<file path="src/rtl/conv1d_pkg.sv">
// ----------------------------------------------------------------------------
// conv1d_pkg
//   Shared definitions for the conv1d core datapath.
//   - MUX_MODE_SEL / MUX_MODE_RR : encodings of the stream mux rr_en input
//   - CONV1D_MUX_N_CH            : channel count of the default mux config
//   - chan_idx_t                 : channel index type for the default config
//   - rr_wrap()                  : single-step modulo used by the arbiter scan
// ----------------------------------------------------------------------------
package conv1d_pkg;

    localparam logic MUX_MODE_SEL = 1'b0;
    localparam logic MUX_MODE_RR  = 1'b1;

    localparam int CONV1D_MUX_N_CH = 4;

    typedef logic [$clog2(CONV1D_MUX_N_CH)-1:0] chan_idx_t;

    // Wraps idx into [0, n) assuming idx < 2*n, which holds for ptr + offset
    // as long as ptr is itself a valid channel index.
    function automatic int rr_wrap(input int idx, input int n);
        return (idx >= n) ? idx - n : idx;
    endfunction

endpackage

</file>
<file path="src/rtl/rr_arbiter_n.sv">
// ----------------------------------------------------------------------------
// rr_arbiter_n
//   Combinational round-robin arbiter. Grants the first requesting channel
//   found scanning upward from ptr+1, wrapping at N_CH-1, with ptr itself
//   checked last. The pointer register lives in the parent.
//
//   Ports
//     req      in  [N_CH-1:0]  request vector
//     ptr      in  [SEL_W-1:0] last granted channel
//     en       in              arbitration enable; no grant when low
//     gnt_oh   out [N_CH-1:0]  one-hot grant (zero when no grant)
//     gnt_idx  out [SEL_W-1:0] granted channel index
//     gnt_vld  out             a grant was issued
// ----------------------------------------------------------------------------
module rr_arbiter_n
    import conv1d_pkg::*;
#(
    parameter  int N_CH  = 4,
    localparam int SEL_W = $clog2(N_CH)
) (
    input  logic [N_CH-1:0]  req,
    input  logic [SEL_W-1:0] ptr,
    input  logic             en,
    output logic [N_CH-1:0]  gnt_oh,
    output logic [SEL_W-1:0] gnt_idx,
    output logic             gnt_vld
);

    int               c;
    logic [SEL_W-1:0] ci;

    // Scan offsets from farthest to nearest; the last hit written is the
    // nearest requester after ptr, which is the round-robin winner.
    always_comb begin
        gnt_oh  = '0;
        gnt_idx = '0;
        gnt_vld = 1'b0;
        c       = 0;
        ci      = '0;
        if (en) begin
            for (int k = N_CH; k >= 1; k--) begin
                c  = rr_wrap(int'(ptr) + k, N_CH);
                ci = SEL_W'(c);
                if (req[ci]) begin
                    gnt_oh     = '0;
                    gnt_oh[ci] = 1'b1;
                    gnt_idx    = ci;
                    gnt_vld    = 1'b1;
                end
            end
        end
    end

endmodule

</file>
<file path="src/rtl/mux_n_stream.sv">
// ----------------------------------------------------------------------------
// mux_n_stream
//   N-channel valid/ready stream multiplexer with a single registered output
//   stage. The source channel is either an explicit index (select mode) or
//   a fair round-robin choice, chosen per cycle by rr_en. The output stage
//   refills on the same edge it drains, giving one word per cycle.
//
//   Ports
//     clk        in                 clock, rising edge
//     rst_n      in                 asynchronous active-low reset
//     rr_en      in                 0 = select mode, 1 = round-robin mode
//     sel        in  [SEL_W-1:0]    channel index in select mode
//     in_valid   in  [N_CH-1:0]     per-channel valid
//     in_data    in  [N_CH*N_BIT-1:0] packed data, channel k at [k*N_BIT +: N_BIT]
//     in_ready   out [N_CH-1:0]     per-channel ready, one-hot or zero
//     out_valid  out                output register holds a word
//     out_data   out [N_BIT-1:0]    registered data
//     out_ch     out [SEL_W-1:0]    source channel of out_data
//     out_ready  in                 downstream accepts the word
// ----------------------------------------------------------------------------
module mux_n_stream
    import conv1d_pkg::*;
#(
    parameter  int N_BIT = 8,
    parameter  int N_CH  = 4,
    localparam int SEL_W = $clog2(N_CH)
) (
    input  logic                  clk,
    input  logic                  rst_n,
    input  logic                  rr_en,
    input  logic [SEL_W-1:0]      sel,
    input  logic [N_CH-1:0]       in_valid,
    input  logic [N_CH*N_BIT-1:0] in_data,
    output logic [N_CH-1:0]       in_ready,
    output logic                  out_valid,
    output logic [N_BIT-1:0]      out_data,
    output logic [SEL_W-1:0]      out_ch,
    input  logic                  out_ready
);

    // ------------------------------------------------------------------
    // State
    // ------------------------------------------------------------------
    logic             out_valid_q, out_valid_d;
    logic [N_BIT-1:0] out_data_q,  out_data_d;
    logic [SEL_W-1:0] out_ch_q,    out_ch_d;
    logic [SEL_W-1:0] ptr_q,       ptr_d;

    // ------------------------------------------------------------------
    // Combinational signals
    // ------------------------------------------------------------------
    logic [N_CH-1:0][N_BIT-1:0] chan_data;
    logic                       rr_mode;
    logic                       load_en;
    logic                       sel_in_range;
    logic [N_CH-1:0]            arb_oh;
    logic [SEL_W-1:0]           arb_idx;
    logic                       arb_vld;
    logic [N_CH-1:0]            g_oh;
    logic [SEL_W-1:0]           g_idx;
    logic                       g_vld;
    logic                       xfer;

    // Packed-array view of the flat input bus; same bit layout.
    assign chan_data = in_data;
    assign rr_mode   = (rr_en == MUX_MODE_RR);

    rr_arbiter_n #(
        .N_CH (N_CH)
    ) u_arb (
        .req     (in_valid),
        .ptr     (ptr_q),
        .en      (rr_mode),
        .gnt_oh  (arb_oh),
        .gnt_idx (arb_idx),
        .gnt_vld (arb_vld)
    );

    // ------------------------------------------------------------------
    // Grant selection and handshake
    // ------------------------------------------------------------------
    always_comb begin
        load_en      = !out_valid_q || out_ready;
        // Only reachable when N_CH is not a power of two.
        sel_in_range = (int'(sel) < N_CH);

        if (rr_mode) begin
            g_vld = arb_vld;
            g_idx = arb_idx;
            g_oh  = arb_oh;
        end else begin
            g_vld = sel_in_range && in_valid[sel];
            g_idx = sel;
            g_oh  = g_vld ? (N_CH'(1) << sel) : '0;
        end

        // A granted channel is valid by construction, so ready alone
        // completes the transfer condition.
        in_ready = load_en ? g_oh : '0;
        xfer     = load_en && g_vld;
    end

    // ------------------------------------------------------------------
    // Next-state
    // ------------------------------------------------------------------
    always_comb begin
        out_valid_d = out_valid_q;
        out_data_d  = out_data_q;
        out_ch_d    = out_ch_q;
        ptr_d       = ptr_q;

        // Draining with nothing to refill empties the stage; data and
        // channel keep their last values.
        if (load_en) begin
            out_valid_d = g_vld;
        end

        if (xfer) begin
            out_data_d = chan_data[g_idx];
            out_ch_d   = g_idx;
            // Select-mode traffic must not disturb round-robin fairness.
            if (rr_mode) begin
                ptr_d = g_idx;
            end
        end
    end

    // ------------------------------------------------------------------
    // Registers
    // ------------------------------------------------------------------
    always_ff @(posedge clk or negedge rst_n) begin
        if (!rst_n) begin
            out_valid_q <= 1'b0;
            out_data_q  <= '0;
            out_ch_q    <= '0;
            // Parked on the last channel so channel 0 wins the first scan.
            ptr_q       <= SEL_W'(N_CH - 1);
        end else begin
            out_valid_q <= out_valid_d;
            out_data_q  <= out_data_d;
            out_ch_q    <= out_ch_d;
            ptr_q       <= ptr_d;
        end
    end

    assign out_valid = out_valid_q;
    assign out_data  = out_data_q;
    assign out_ch    = out_ch_q;

    // ------------------------------------------------------------------
    // Protocol properties
    // ------------------------------------------------------------------
    a_ready_onehot0: assert property (
        @(posedge clk) disable iff (!rst_n) $onehot0(in_ready)
    );

    a_hold_under_bp: assert property (
        @(posedge clk) disable iff (!rst_n)
        (out_valid_q && !out_ready) |=>
            (out_valid_q && $stable(out_data_q) && $stable(out_ch_q))
    );

endmodule

</file>
<file path="config.mk">
export PLATFORM = sky130hd
export DESIGN_NAME = mux_n_stream
export DESIGN_NICKNAME = d
export VERILOG_FILES = /design/src/rtl/conv1d_pkg.sv /design/src/rtl/rr_arbiter_n.sv /design/src/rtl/mux_n_stream.sv
export SDC_FILE = /design/constraint.sdc
export NUM_CORES = 1
export LEC_CHECK = 0
export CAP_MARGIN = 20
export CORE_UTILIZATION = 25
export CTS_CLUSTER_SIZE = 20
export DETAILED_ROUTE_END_ITERATION = 10
export PLACE_DENSITY = 0.57
export SETUP_SLACK_MARGIN = 0.4
export SYNTH_ARGS = -nofsm -noshare
export SYNTH_HDL_FRONTEND = slang
export SYNTH_SLANG_ARGS = --single-unit
</file>
<file path="constraint.sdc">
create_clock -name clk -period 3.22 [get_ports clk]
set_input_delay 0.644 -clock clk [delete_from_list [all_inputs] [get_ports clk]]
set_output_delay 0.644 -clock clk [all_outputs]
set_load 0.1 [all_outputs]
</file>
# Word level (Yosys, flattened, before mapping)
# Index checks and enable logic that the tools add are counted.
# classes
n_addsub,8
order_cmp,14
shifts,1
n_mux,41
n_reduce_logical,8
# op_table
operator,count
$mux W4,7
$lt A2 B3 Y1 const B,6
$mux W2,9
$bmux W8 S2,1
$mux W1,14
$bmux W1 S2,5
$ge A3 B3 Y1 const B,3
$demux W1 S2,4
$ge A2 B1 Y1 const B,4
$mux W8,1
$sub A2 B1 Y2 const B,4
$add A2 B2 Y3 const B,2
$logic_and A1 B1 Y1,5
$add A2 B3 Y4 const B,1
$ge A4 B3 Y1 const B,1
$shl A1 B2 Y4 const A,1
$add A2 B1 Y3 const B,1
$reduce_and A2 Y1,1
$logic_not A1 Y1,1
$logic_or A1 B1 Y1,1
# totals
regBits,13
out_inout_bits,15

# Longest topological paths before layout
# Gate-level depths: netlist of the first run.
# depth
word_depth,13
ltp_mapped,11
depth_no_buf,8

# Hierarchy
# A second synthesis of the first run with hierarchy kept.
# hier_totals
hier_cells,114
hier_area_um2,1305.0
# by_module_without_submodules
mod,instances,cells_per_inst,area_per_inst_um2
mux_n_stream,1,59,824.5
rr_arbiter_n,1,55,480.5

# Worst setup path before layout of the first run
# No wires, ideal clock.
# synth_path
kind,register to output
start,reg ptr_q[0]
end,out in_ready[2]
arrival_time_ns,4.283
path_slack_ns,-1.707
path_stages_with_launch,10
path_buffers,2
path_cell_list,dfstp_2 -> buf_6 -> buf_2 -> inv_1 -> ha_1 -> mux4_2 -> nor2b_4 -> a221oi_1 -> o311a_1 -> nor3_1
# synth_via
elab_chain_len,13
# synth_lines
element,line,text
start: declaration,mux_n_stream.sv:47,"logic [SEL_W-1:0] ptr_q, ptr_d;"
start signal: assignment,mux_n_stream.sv:137,ptr_q <= SEL_W'(N_CH - 1);
start signal: assignment,mux_n_stream.sv:142,ptr_q <= ptr_d;
$add A2 B3 Y4,rr_arbiter_n.sv:42,"c = rr_wrap(int'(ptr) + k, N_CH);"
$ge A4 B3 Y1 / $sub A2 B1 Y2 (equally long branches),conv1d_pkg.sv:21,return (idx >= n) ? idx - n : idx;
$mux W2,conv1d_pkg.sv:21,
$lt A2 B3 Y1 (not written as such) / $ge A2 B1 Y1 (equally long branches),rr_arbiter_n.sv:46,gnt_oh[ci] = 1'b1;
$logic_and A1 B1 Y1 (not written as such),rr_arbiter_n.sv:46,
$mux W1 (not written as such),rr_arbiter_n.sv:46,
$demux W1 S2,--,
$mux W4 (3 in series),rr_arbiter_n.sv:44,if (req[ci]) begin
$mux W4 (*),rr_arbiter_n.sv:44,
$mux W4 (*),mux_n_stream.sv:87,if (rr_mode) begin
$mux W4 (*),mux_n_stream.sv:99,in_ready = load_en ? g_oh : '0;
end: declaration,mux_n_stream.sv:34,"output logic [N_CH-1:0] in_ready,"
# Mark *: on every way between the ends. The rest lies on a longest branch, timed or not. The select of a mux whose other input is x is not followed.

# Worst setup path after layout of the first run
# layout_path
start,reg ptr_q[0]
end,out in_ready[3]
# The elaborated chain is that of the path after synthesis.

==> impl_metrics.csv, run 1 <==
group,metric,value,unit
outcome,status,"finished clean",
yosys,yosysWarningCount,0,
yosys,ys.flop_type,"dfrtp_1",
cts,cts_sinks,13,
yosys,async_reset_ff_share,100,%
critical_path,r2r_start,"ptr_q[0]",
timing,hold_viol,0,
critical_path,start_kind,"flip-flop",
finish,fin_nets,265,
cts,cts_tree,"built",
global_routing,track_usage,15.8,%
power,vdd_drop_max,0.510,mV
cts,cts_made_buffers,3,
cts,root_buffer,"clkbuf_8",
cts,cts_hold_buf,0,
power,p_sw_share,54.7,%
route,first_iter_violations,27,
min_path,holdCritPathClass,"reg -> reg",
finish,syn_to_final_growth,69.8,%
yosys,yosys.area.top_type,"dfrtp_1",
timing,report.final.slew_viol_count,0,
floorplan,core,5110,µm²
yosys,synth-seq-area-share,24.6,%
route,firstDrtPassIters,6,
route,vias,1415,
placed_design,place_inst,279,
yosys,synthTopCellsByArea,"dfrtp_1, mux2i_1, mux4_2, ha_1, a32oi_1",
global_routing,overflow,0,
power,internal-power,1060,µW
floorplan,die_w,75.0,µm
route,drt-wirelength-per-cell,13.8,µm
cts,clock_latency,0.24,ns
global_routing,antenna_found_initial,0,
timing,min_period,3.13,ns
yosys,ys_types,39,
timing,fmax,320,MHz
critical_path,r2r-end,"out_data[0]",
timing,setup-tns-final,0,ns
yosys,yosys.area.top_type_share,20.7,%
timing,setup-violations-final,0,
floorplan,start_util,26.1,%
min_path,whs_path_depth,2,
run,maxCapViolations,0,
route,antenna_left,0,
finish,diodes,0,
yosys,synth_fp_nets,188,
critical_path,reg2reg_depth,11,
critical_path,cp.arrival,2.48,ns
power,comb_power_share,80.7,%
global_routing,grt_max_degree,18,
power,power_density,1030,nW/µm²
floorplan,ios,57,
critical_path,endpoint_kind,"output port",
power,clockPowerShare,6.4,%
critical_path,cp.required,2.58,ns
floorplan,dieArea,5630,µm²
cts,clk_pin_slew,0.06,ns
yosys,synthCells,140,
route,vias_per_cell,4.95,
finish,stdcell_count,286,
timing,skew,0.00110,ns
cts,htreeDepth,1,
route,wl,3.95,mm
yosys,synth_commonest_cells,"nand2_1, nand3_1, dfrtp_1, mux2i_1",
critical_path,cp_max_fo,5,
route,post-route-drc-count,0,
placed_design,dpl_cell_area,2180,µm²
yosys,ys_ff_latch,13,
timing,rsz0062_at_grt,"true",
cts,clockBufferDepth,2,
floorplan,rows,26,
timing,worst_pin_slew,0.890,ns
critical_path,cp-startpoint,"ptr_q[0]",
placed_design,numPortBuffers,56,
placed_design,finalWeightedCongestion,0.903,
finish,drive_gt1_share,33.3,%
global_routing,grt_pass1_wl,6.73,mm
power,p_sw,1270,µW
critical_path,crit_type,"reg -> out",
yosys,syn_area_per_cell,9.52,µm²
critical_path,worstSetupEndpoint,"in_ready[3]",
global_routing,grt_pass1_vias,1438,
yosys,synth.most_common_cell,"nand2_1",
timing,post-route-period-util,97.1,%
timing,relSlewSlack,40.5,%
yosys,synth-edff-count,0,
critical_path,reg2reg_slack,0.59,ns
floorplan,fp.dieH,75.0,µm
power,leakage,0.000940,µW
yosys,syn_area,1330,µm²
finish,postLayoutCellArea,2260,µm²
power,p_seq_share,12.9,%
placed_design,dp_hpwl,3.09,mm
power by group through the flow:
stage / combinational, µW / sequential [µW] / clock (µW)
2_1_floorplan: 899 / 748 / 0
3_3_place_gp: 1820 / 300 / 0
3_5_place_dp: 1830 / 299 / 0
4_1_cts: 1870 / 303 / 155
5_1_grt: 2010 / 313 / 167
6_report: 1880 / 301 / 149
cell families after synthesis:
kind of cell               count (synthesis)  share of synthesized area [%]
AOI/OAI and AO/OA                         38                           23.9
xor gates and xnor gates                   1                          0.657
adders and majority gates                  6                           5.63
buffers and inverters                     14                           5.92
DFF                                       13                           24.6
muxes                                     19                           19.6
and+or+nand+nor                           49                           19.6
stage by stage:
step	hold WS [ns]	setup slack, ns	util, %	total power, µW
4_1_cts	0.497	0.0339	44.0	2330
2_1_floorplan	0.348	-0.192	-	1650
3_3_place_gp	0.465	-0.109	42.7	2120
6_report	0.492	0.0933	44.3	2330
3_5_place_dp	0.474	-0.0947	42.7	2130
5_1_grt	0.506	-0.0143	44.3	2490
worst min path at each step:
stage / from / end / slack, ns
2_1_floorplan: rst_n / out_ch[0] / 0.35
3_3_place_gp: out_ch[1] / out_ch[1] / 0.47
3_5_place_dp: out_ch[1] / out_ch[1] / 0.47
4_1_cts: out_ch[1] / out_ch[1] / 0.50
5_1_grt: out_ch[1] / out_ch[1] / 0.51
6_report: out_ch[1] / out_ch[1] / 0.49
critical path, stage by stage, from the launching register on:
cell and delay [ns]:
dfstp_2 0.59, inv_4 0.05, ha_4 0.26, mux4_2 0.33
nor2b_4 0.20, a221oi_2 0.08, o311a_1 0.37, nor3_4 0.16
buf_12 0.20
area by class of cell:
type	instances	area, µm²
Clock buffer	4	45.0
Fill cell	501	2850
Sequential cell	13	328
Inverter	5	21.3
Timing Repair Buffer	81	785
Multi-Input combinational cell	113	996
Tap cell	70	87.6
state kept, by name, indices dropped and copies added (netlist names):
name,cells
out_data,8
out_valid,1
out_ch,2
ptr_q,2
repair_timing:
| action | 4_1_cts | 5_1_grt |
|---|---|---|
| pin swaps | 3 | 3 |
| buffers inserted | 2 | 1 |
| setup endpoints to repair | 7 | 4 |
| gates resized for setup | 7 | 1 |
placed cells by master, fill, tap and decap left out, drive strengths merged:
cell type      instances
a21oi                  4
a221oi                 4
a31o                   1
a31oi                  5
a32oi                  8
and2                   1
and3                   1
buf                   40
clkbuf                 4
clkdlybuf4s50         37
dfrtp                 11
dfstp                  2
dlygate4sd2            4
ha                     6
inv                    5
mux2                   4
mux2i                 10
mux4                   5
nand2                 13
nand2b                 2
nand3                 12
nand4b                 1
nor2                   5
nor2b                  7
nor3                   4
o2111ai                1
o211ai                 9
o21ai                  2
o311a                  4
or2                    3
xnor2                  1
per-layer routing:
| metal | GRT usage [%] | wire length (µm) | vias to the layer above |
|---|---|---|---|
| met1 | 19.5 | 1770 | 662 |
| met4 | 5.45 | 68 | 0 |
| met2 | 27.1 | 1900 | 45 |
| met5 | 0 | 0 | - |
| li1 | - | - | 701 |
| met3 | 3.35 | 206 | 7 |
Power figures use the tool's default switching activity.
==> run 2, diff against run 1 <==
DONT_BUFFER_PORTS = 1   (was not set)
PLACE_DENSITY = 0.43   (was 0.57)
==> impl_metrics.csv, run 2 (synthesis gave the netlist of run 1 again) <==
group,metric,value,unit
cts,clockBufferDepth,2,
finish,final_common_cell,"nand2_1",
run,maxCapViolations,0,
cts,clock_latency,0.24,ns
critical_path,endpoint_kind,"output port",
power,vdd_drop_max,0.579,mV
critical_path,cp.arrival,2.48,ns
placed_design,dpl_cell_area,1550,µm²
cts,root_buffer,"clkbuf_8",
cts,htreeDepth,1,
cts,cts_hold_buf,0,
cts,cts_tree,"built",
floorplan,fp.dieH,75.0,µm
finish,postLayoutCellArea,1670,µm²
outcome,status,"finished clean",
power,leakage,0.000656,µW
timing,skew,0.00158,ns
global_routing,overflow,0,
floorplan,die_w,75.0,µm
global_routing,grt_pass1_vias,1229,
finish,syn_to_final_growth,25.0,%
route,firstDrtPassIters,4,
route,post-route-drc-count,0,
route,first_iter_violations,47,
route,vias,1200,
finish,drive_gt1_share,31.6,%
timing,min_period,3.12,ns
global_routing,track_usage,14.2,%
critical_path,cp-startpoint,"ptr_q[0]",
floorplan,start_util,26.1,%
route,wl_met2,1.94,mm
critical_path,start_kind,"flip-flop",
finish,fin_nets,201,
critical_path,crit_type,"reg -> out",
cts,cts_sinks,13,
placed_design,finalWeightedCongestion,0.828,
placed_design,dp_hpwl,2.81,mm
timing,setup-violations-final,0,
route,antenna_left,0,
finish,largest_reg_flops,8,
route,routed.top_layer,"met4",
min_path,holdCritPathClass,"in -> async",
global_routing,grt_max_degree,18,
route,met3_length,147,µm
global_routing,grt_pass1_wl,5.99,mm
timing,fmax,320,MHz
route,vias_per_cell,5.41,
timing,hold_viol,0,
floorplan,dieArea,5630,µm²
cts,clk_pin_slew,0.06,ns
global_routing,antenna_found_initial,0,
timing,relSlewSlack,39.6,%
timing,report.final.slew_viol_count,0,
finish,diodes,0,
timing,fin_hold_ws,0.0940,ns
power,power_density,1260,nW/µm²
floorplan,ios,57,
critical_path,cp_max_fo,5,
floorplan,core,5110,µm²
floorplan,rows,26,
route,wl,3.74,mm
finish,mostFrequentLayoutCells,"nand2_1, nand3_1, dfrtp_1, buf_4, mux2i_1",
critical_path,r2r_start,"ptr_q[0]",
timing,worst_pin_slew,0.907,ns
critical_path,cp.required,2.58,ns
route,drt-wirelength-per-cell,16.9,µm
cts,cts_made_buffers,3,
timing,post-route-period-util,96.9,%
route,wl_met1,1.61,mm
placed_design,numPortBuffers,0,
timing,rsz0062_at_grt,"true",
## run 2: cell types whose count changed in the layout (fill, tap and decap cells not counted), sizes merged
cell | before | now
buf | 40 | 17
dlygate4sd2 | 4 | 0
clkdlybuf4s50 | 37 | 0
## run 2: final cells by class
type                       instances  area (µm²)
multi-input combinational        113         990
sequential                        13         328
clock buffer                       4        45.0
inverter                           5        21.3
timing repair buffer              17         194
tap                               70        87.6
fill                             532        3440
## run 2: power by group
group,switching [µW],total [µW],internal [µW]
combinational,653,1210,558
clock,58.8,146,87.3
sequential,510,748,238
## run 2: worst paths after layout
path / to / slack, ns / cells past startpoint
min in group clk: ptr_q[0] / 0.54 / 2
max reg2reg: out_data[0] / 0.64 / 7
min reg2reg: ptr_q[1] / 0.80 / 2
max: in_ready[0] / 0.1 / 8
max in group asynchronous: ptr_q[0] / 2.96 / 0
min: out_data[6] / 0.09 / 0
## run 2: routing by layer
metal / up-vias / GRT usage (%)
li1: 574 / -
met2: 31 / 23.5
met5: - / 0
met4: 0 / 5.03
met1: 591 / 18.7
met3: 4 / 2.54
## run 2: metrics by stage
stage / std cells / utilization, % / setup WS, ns / setup TNS, ns / total power [µW]
finish: 222 / 32.6 / 0.0992 / 0 / 2100
CTS: 221 / 32.1 / 0.0574 / 0 / 2080
global route: 222 / 32.6 / 0.00902 / 0 / 2240
detailed placement: 211 / 30.3 / 0.186 / 0 / 1850
global placement: 211 / 30.3 / 0.267 / 0 / 1810
floorplan: 140 / - / -0.192 / -0.766 / 1650
## run 2: repair_timing
item / CTS / global route
endpoints found under the hold margin: 0 / 0
pin swaps: 3 / 1
setup endpoints to repair: 4 / 12
resized for setup: 2 / 1
setup buffers: 6 / 1
## run 2: worst max-delay path, stage by stage (launching register included)
cell and delay (ns):
dfstp_2 0.59, inv_4 0.05, ha_4 0.26, mux4_2 0.34
nor2b_4 0.20, a221oi_1 0.10, o311a_1 0.35, nor3_4 0.16
buf_12 0.20
==> run 3, diff against run 2 <==
CELL_PAD_IN_SITES_DETAIL_PLACEMENT = 1   (was not set)
CELL_PAD_IN_SITES_GLOBAL_PLACEMENT = 1   (was not set)
PLACE_DENSITY = 0.53   (was 0.43)
TNS_END_PERCENT = 10   (was not set)
==> impl_metrics.csv, run 3 (synthesis gave the netlist of run 1 again) <==
group,metric,value,unit
cts,clk_pin_slew,0.06,ns
critical_path,start_kind,"flip-flop",
critical_path,r2r_start,"ptr_q[0]",
timing,relSlewSlack,38.8,%
cts,htreeDepth,1,
placed_design,dp_hpwl,3.15,mm
route,antenna_left,0,
finish,drive_gt1_share,30.5,%
timing,worst_pin_slew,0.918,ns
cts,root_buffer,"clkbuf_8",
finish,diodes,0,
route,wl,4.07,mm
finish,largest_reg_flops,8,
power,power_density,1270,nW/µm²
critical_path,cp.arrival,2.55,ns
finish,fin_nets,200,
timing,report.final.slew_viol_count,0,
critical_path,cp_max_fo,5,
power,vdd_drop_max,0.634,mV
critical_path,r2r-end,"out_data[0]",
critical_path,reg2reg_depth,8,
floorplan,die_w,75.0,µm
min_path,holdCritPathClass,"in -> async",
finish,syn_to_final_growth,23.8,%
route,post-route-drc-count,0,
timing,skew,0.00381,ns
floorplan,start_util,26.1,%
route,vias_per_cell,5.67,
placed_design,finalWeightedCongestion,0.828,
global_routing,overflow,0,
global_routing,grt_max_degree,18,
timing,rsz0062_at_grt,"true",
finish,mostFrequentLayoutCells,"nand2_1, nand3_1, buf_4",
cts,cts_tree,"built",
timing,setup-violations-final,0,
finish,stdcell_count,221,
timing,hold_viol,0,
critical_path,crit_type,"reg -> out",
global_routing,grt_pass1_wl,6.84,mm
timing,fmax,313,MHz
global_routing,track_usage,16.0,%
floorplan,dieArea,5630,µm²
placed_design,numPortBuffers,0,
floorplan,ios,57,
global_routing,grt_pass1_vias,1350,
floorplan,fp.dieH,75.0,µm
cts,clockBufferDepth,2,
finish,postLayoutCoreUtil,32.3,%
route,drt-wirelength-per-cell,18.4,µm
floorplan,core,5110,µm²
placed_design,place_inst,210,
power,leakage,0.000645,µW
critical_path,endpoint_kind,"output port",
timing,post-route-period-util,99.2,%
route,vias,1253,
critical_path,reg2reg_slack,0.39,ns
run,maxCapViolations,0,
cts,clock_latency,0.24,ns
cts,cts_made_buffers,3,
global_routing,antenna_found_initial,0,
floorplan,rows,26,
finish,fillerInstances,600,
route,first_iter_violations,20,
critical_path,cp.required,2.58,ns
finish,final_common_cell,"nand2_1",
timing,min_period,3.19,ns
route,firstDrtPassIters,4,
outcome,status,"finished clean",
cts,cts_sinks,13,
## run 3: what timing repair did
item / CTS / global route
endpoints found under the hold margin: 0 / 0
setup endpoints to repair: 12 / 12
buffers inserted: 6 / 1
resized for setup: 1 / 3
pin swaps: 0 / 4
hold buffers: 0 / 0
## run 3: layer usage
metal	track usage [%]	share of wire, %	up-vias
met5	0	0	-
met4	5.24	1.4	0
met3	2.41	4.1	6
met2	29.0	54	46
met1	19.4	41	629
li1	-	-	572
## run 3: layout make-up
type                            instances  area [µm²]  share of cell area [%]
Multi-Input combinational cell        113         998                    60.5
Sequential cell                        13         328                    19.9
Timing Repair Buffer                   16         170                    10.3
Tap cell                               70        87.6                    5.31
Clock buffer                            4        45.0                    2.73
Inverter                                5        21.3                    1.29
## run 3: worst max-delay path: stages, from the launching register on
cell and delay, ns:
dfstp_2 0.58, buf_4 0.13, mux4_2 0.58, nor2b_4 0.19, a221oi_1 0.11, o311a_1 0.36
nor3_4 0.16, buf_12 0.20
## run 3: worst max path at each step
| stage | startpoint | endpoint | slack, ns |
|---|---|---|---|
| after floorplan | ptr_q[0] | in_ready[0] | -0.21 |
| after CTS | ptr_q[0] | in_ready[2] | 0.03 |
| after global routing | ptr_q[0] | in_ready[2] | -0.09 |
| after detailed placement | ptr_q[1] | in_ready[2] | 0.09 |
| final | ptr_q[0] | in_ready[2] | 0.03 |
| after global placement | ptr_q[1] | in_ready[2] | 0.23 |
## run 3: report_power, final
part | switching (µW) | leakage (µW) | internal [µW]
clock | 58.3 | 0.0000228 | 87.3
combinational | 674 | 0.000468 | 531
sequential | 511 | 0.000154 | 238
## run 3: per-stage QoR
| stage | power [µW] | setup TNS (ns) | setup slack [ns] | cell area, µm² | hold WS, ns |
|---|---|---|---|---|---|
| final | 2100 | 0 | 0.0259 | 1650 | 0.0929 |
| after global routing | 2240 | -0.293 | -0.0916 | 1650 | 0.0822 |
| after CTS | 2080 | 0 | 0.0294 | 1630 | 0.0861 |
| after detailed placement | 1860 | 0 | 0.0877 | 1540 | 0.349 |
| after global placement | 1800 | 0 | 0.233 | 1540 | 0.349 |
| after floorplan | 1640 | -0.820 | -0.205 | 1400 | 0.348 |
